## config.mk

```make
export PLATFORM = sky130hd
export DESIGN_NAME = qam_demap_pack
export DESIGN_NICKNAME = d
export VERILOG_FILES = /design/src/rtl/qam_demap_pack.sv
export SDC_FILE = /design/constraint.sdc
export NUM_CORES = 1
export LEC_CHECK = 0
export CAP_MARGIN = 20
export CELL_PAD_IN_SITES_DETAIL_PLACEMENT = 0
export CELL_PAD_IN_SITES_GLOBAL_PLACEMENT = 1
export CORE_UTILIZATION = 40
export DETAILED_ROUTE_END_ITERATION = 6
export PLACE_DENSITY_LB_ADDON = 0.2
export SLEW_MARGIN = 10
export SYNTH_ARGS = -nofsm -noshare
export SYNTH_HDL_FRONTEND = slang
export SYNTH_SLANG_ARGS = --single-unit
```

## constraint.sdc

```tcl
create_clock -name CLK -period 4.8 [get_ports CLK]
set_input_delay 0.96 -clock CLK [delete_from_list [all_inputs] [get_ports CLK]]
set_output_delay 0.96 -clock CLK [all_outputs]
set_load 0.01 [all_outputs]
```

## src/rtl/qam_demap_pack.sv

```systemverilog
// Hard-decision QPSK/16-QAM/64-QAM demapper with Gray slicing.
// Packs variable-length symbol bit groups into OUT_W-bit words.
module qam_demap_pack #(
  parameter int IN_W  = 11,
  parameter int STEP  = 16,
  parameter int OUT_W = 8
) (
  input  logic                   CLK,
  input  logic                   RST,
  input  logic                   valid_i,
  output logic                   ready_i,
  input  logic [1:0]             mode_i,
  input  logic signed [IN_W-1:0] ar,
  input  logic signed [IN_W-1:0] ai,
  input  logic                   flush_i,
  output logic                   valid_o,
  input  logic                   ready_o,
  output logic [OUT_W-1:0]       data_o,
  output logic [3:0]             nbits_o,
  output logic                   last_o,
  output logic                   err_o
);

  localparam int AW = 2 * OUT_W;
  localparam int CW = $clog2(AW + 1);

  localparam logic [IN_W-1:0] T1 = IN_W'(STEP);
  localparam logic [IN_W-1:0] T2 = IN_W'(2 * STEP);
  localparam logic [IN_W-1:0] T3 = IN_W'(3 * STEP);
  localparam logic [CW-1:0]   OW = CW'(OUT_W);
  localparam logic [CW-1:0]   RMAX = CW'(AW - 6);

  logic [AW-1:0]   acc;
  logic [AW-1:0]   acc_n;
  logic [AW-1:0]   base;
  logic [AW-1:0]   ins;
  logic [CW-1:0]   cnt;
  logic [CW-1:0]   cnt_n;
  logic [CW-1:0]   cbase;
  logic [CW-1:0]   take;
  logic [CW-1:0]   nb;
  logic            flush_pend;
  logic            fp_n;
  logic [5:0]      sym;
  logic            rsvd;
  logic            accept;
  logic            pop;

  logic            r_neg;
  logic            i_neg;
  logic [IN_W-1:0] r_m;
  logic [IN_W-1:0] i_m;
  logic            r_b1q;
  logic            i_b1q;
  logic            r_b1s;
  logic            i_b1s;
  logic            r_b0;
  logic            i_b0;

  // One's-complement folding makes -STEP land inside, +STEP outside
  always_comb begin
    r_neg = ar[IN_W-1];
    i_neg = ai[IN_W-1];
    r_m   = ar ^ {IN_W{r_neg}};
    i_m   = ai ^ {IN_W{i_neg}};
    r_b1q = r_m < T1;
    i_b1q = i_m < T1;
    r_b1s = r_m < T2;
    i_b1s = i_m < T2;
    r_b0  = (r_m >= T1) && (r_m < T3);
    i_b0  = (i_m >= T1) && (i_m < T3);
  end

  // Symbol word and its bit count for the requested modulation
  always_comb begin
    sym  = '0;
    nb   = '0;
    rsvd = 1'b0;
    unique case (mode_i)
      2'b00: begin
        sym = {4'b0, r_neg, i_neg};
        nb  = CW'(2);
      end
      2'b01: begin
        sym = {2'b0, r_neg, i_neg, r_b1q, i_b1q};
        nb  = CW'(4);
      end
      2'b10: begin
        sym = {r_neg, i_neg, r_b1s, i_b1s, r_b0, i_b0};
        nb  = CW'(6);
      end
      default: rsvd = 1'b1;
    endcase
  end

  // Handshake status, decoded only from registered state
  always_comb begin
    ready_i = !flush_pend && (cnt <= RMAX);
    valid_o = (cnt >= OW) || (flush_pend && (cnt != '0));
    take    = (cnt >= OW) ? OW : cnt;
    nbits_o = 4'(take);
    last_o  = flush_pend && valid_o && (cnt <= OW);
    accept  = valid_i && ready_i;
    pop     = valid_o && ready_o;
    data_o  = '0;
    for (int k = 0; k < OUT_W; k++) begin
      data_o[k] = acc[k] & (CW'(k) < take);
    end
  end

  // Shift out a popped word first, then append new symbol bits
  always_comb begin
    base  = pop ? (acc >> OUT_W) : acc;
    cbase = pop ? (cnt - take) : cnt;
    ins   = AW'(sym) << cbase;
    acc_n = accept ? (base | ins) : base;
    cnt_n = accept ? (cbase + nb) : cbase;
    fp_n  = flush_pend;
    if (flush_i) begin
      fp_n = 1'b1;
    end else if (flush_pend && (cnt_n == '0)) begin
      fp_n = 1'b0;
    end
  end

  // Packer state and sticky reserved-mode flag
  always_ff @(posedge CLK) begin
    if (RST) begin
      acc        <= '0;
      cnt        <= '0;
      flush_pend <= 1'b0;
      err_o      <= 1'b0;
    end else begin
      acc        <= acc_n;
      cnt        <= cnt_n;
      flush_pend <= fp_n;
      if (accept && rsvd) begin
        err_o <= 1'b1;
      end
    end
  end

endmodule

```

==> impl_metrics.tcl <==
set metrics [dict create \
    ant_nets 0 \
    finalHoldViolCount 0 \
    r2r_cells 11 \
    track_usage_pct 22.16 \
    cts_root_buf "clkbuf_8" \
    rsz0062_at_grt "no" \
    clock_latency_ns 0.27 \
    vias 2087 \
    synth-edff-count 0 \
    grt_pass1_vias 1922 \
    worst_pin_slew_ns 0.9472 \
    cts.htree.levels 1 \
    multiInputGateArea_um2 1455 \
    gp_congestion 0.8422 \
    critPathKind "input port to register" \
    irDropWorstVdd_mv 0.1664 \
    postSynth.asyncResetShare_pct 0 \
    routed_wl_mm 5.397 \
    syn_nets 307 \
    nFillCells 502 \
    synth_cell_types 70 \
    synth.largest_area_cell "dfxtp_1" \
    dp_slack_ns 1.012 \
    ys_top_cells_by_count "33 x nand2_1, 26 x nor2_1, 23 x dfxtp_1, 12 x inv_1, 12 x o21ai_0" \
    cts_hold_buf 0 \
    drive_gt1_share_pct 7.483 \
    synth_area_um2 2056 \
    grt_first_pass_wirelength_mm 9.294 \
    status "finished, final reports clean" \
    synth.most_common_cell "nand2_1" \
    rrSetupSlack_ns 1.35 \
    io_pins 45 \
    crit_path_start "ready_o" \
    initial_core_util_pct 42.40 \
    final_nets 334 \
    ys_ff_latch 23 \
    cp-end-kind "register" \
    start_kind "input port" \
    final-setup-viol-count 0 \
    synth.area.top_cells "dfxtp_1 22%, nand2_1 6.0%, ha_1 5.5%, nor2_1 4.7%, o211ai_1 3.7%" \
    area.sequential_um2 460.4 \
    die_h_um 73.69 \
    avgRoutedWirePerCell_um 14.95 \
    critPathArrivalTime_ns 3.60 \
    dpl_cell_area_um2 2420 \
    clk_pin_slew_worst_paths_ns 0.09 \
    clock.fmax_mhz 287.7 \
    cts_tree "built" \
    setup_slack_ns 1.324 \
    dp_cells 357 \
    finalPower_mw 0.6340 \
    dp_hpwl_mm 4.178 \
    finClkSkew_ns 0.005689 \
    num_rows 25 \
    final_util_pct 50.86 \
    fin_crit_ns 3.476 \
    reg2reg_from "cnt[3]$_SDFF_PP0_" \
    coreArea_um2 4848 \
    dieWidth_um 73.69 \
    slowest_stage "clkdlybuf4s50_1" \
    yosysSeqAreaShare_pct 22.40 \
    diodes 0 \
    drc_errors 0 \
    path_depth 9 \
    drtIter0Drc 124 \
    crit_buf_inv 2 \
    fin_setup_tns_ns 0 \
    syn2layout_area_growth_pct 19.96 \
    timing.final.crit_share_pct 72.42 \
    avgViaCountPerCell 5.781 \
    port_buffers 36 \
    cap_viol_max_count 0 \
    hold_class "register to register" \
    crit_path_cell_trace "clkdlybuf4s50_1, o31ai_1, nand2_1, and2_1, inv_1, ha_1, fa_1, o41ai_1, a311oi_1" \
    clockBufferDepth 2 \
    cts_setup_buffers 0 \
    die_area_um2 5430 \
    synthCells 268 \
    ctsResizeCount 0 \
    crit_family "buffers and inverters" \
    cts_sinks 23 \
    cp_max_fo 13 \
    grt_max_degree 26 \
    p_leak_nw 0.8587 \
    relSlewSlack_pct 36.65 \
    cts_buffers 3 \
    antenna_found_initial 0 \
    required_ns 4.92 \
    synth_area_per_cell_um2 7.671 \
    whs_ns 0.4719 \
    maxSlewViolCount 0 \
    max_stage_delay_ns 0.59 \
    synth.top_cell.area_share_pct 22.40 \
    crit_path_end "flush_pend$_SDFFE_PP0P_" \
    yosys_warnings 0 \
    power_density_nw_per_um2 257.1 \
    synth-main-ff-cell "dfxtp_1" \
    final_cell_area_um2 2466 \
    fin_cells 361 \
    gr-total-overflow 0 \
    dr.pass1.iters 4 \
    r2r-end "flush_pend$_SDFFE_PP0P_" \
]
[layer usage]
metal / up-vias / wire, µm / track usage, %
met4: 0 / 77 / 7.479
met5: - / 0 / 0
li1: 1056 / - / -
met1: 968 / 2745 / 30.51
met2: 56 / 2400 / 36.39
met3: 7 / 173 / 1.646
[where the power goes]
group	leakage (nW)	internal [mW]	switching, mW	total [mW]
Clock	0.0255	0.0581	0.0662	0.124
Sequential	0.187	0.206	0.0272	0.234
Combinational	0.646	0.116	0.160	0.276
Total	0.859	0.380	0.254	0.634
[worst register-to-register path, stage by stage, from the launching register on]
cell	delay (ns)
dfxtp_1	0.67
nor2_4	0.11
inv_2	0.21
nand2_1	0.11
ha_1	0.35
o211ai_1	0.13
and2_1	0.19
inv_1	0.30
ha_1	0.26
fa_1	0.45
o41ai_1	0.40
a311oi_1	0.14
[kinds of logic after synthesis]
kind of cell	count (synthesis)	share of synthesized area (%)
AOI/OAI and AO/OA	90	33.96
xor gates and xnor gates	5	2.130
adders and majority gates	10	6.452
buffers and inverters	29	6.816
DFF	23	22.40
muxes	3	1.461
other	2	0.3653
and+or+nand+nor	106	26.41
[flip-flops by register name, summed over array words and instances, names as in the netlist]
| name | count |
|---|---|
| cnt | 5 |
| acc | 16 |
| err_o | 1 |
| flush_pend | 1 |
[worst min path at each step]
stage                             from            endpoint  slack [ns]  depth (start not counted)
floorplan           acc[13]$_SDFF_PP0_  acc[13]$_SDFF_PP0_        0.42                          2
global route        acc[13]$_SDFF_PP0_  acc[13]$_SDFF_PP0_        0.49                          2
finish              acc[13]$_SDFF_PP0_  acc[13]$_SDFF_PP0_        0.47                          2
global placement    acc[13]$_SDFF_PP0_  acc[13]$_SDFF_PP0_        0.44                          2
CTS                 acc[13]$_SDFF_PP0_  acc[13]$_SDFF_PP0_        0.48                          2
detailed placement  acc[13]$_SDFF_PP0_  acc[13]$_SDFF_PP0_        0.46                          2
[cell usage in the layout (no fill, tap or decap), drive strengths merged, types with 3 or more instances in the layout]
master / instances
a32oi: 3
inv: 14
nor2: 29
a21boi: 7
clkbuf: 3
mux2i: 3
nand3: 8
o21ai: 13
or3: 3
nor3: 7
a21o: 4
and2: 5
o211ai: 11
o31ai: 4
ha: 9
clkdlybuf4s50: 36
o2111ai: 3
a21oi: 7
xnor2: 4
a211oi: 7
nand4: 4
nand2: 33
a22o: 3
a31oi: 4
dfxtp: 23
[cell type report]
type / instances / share of cell area, %
clock inverters: 1 / 0.2029
well taps: 67 / 3.399
clock buffers: 3 / 1.674
repair buffers: 37 / 14.92
flip-flops and latches: 23 / 18.67
multi-input cells: 216 / 59.01
inverters: 14 / 2.131
(Power assumes the default switching activity.)
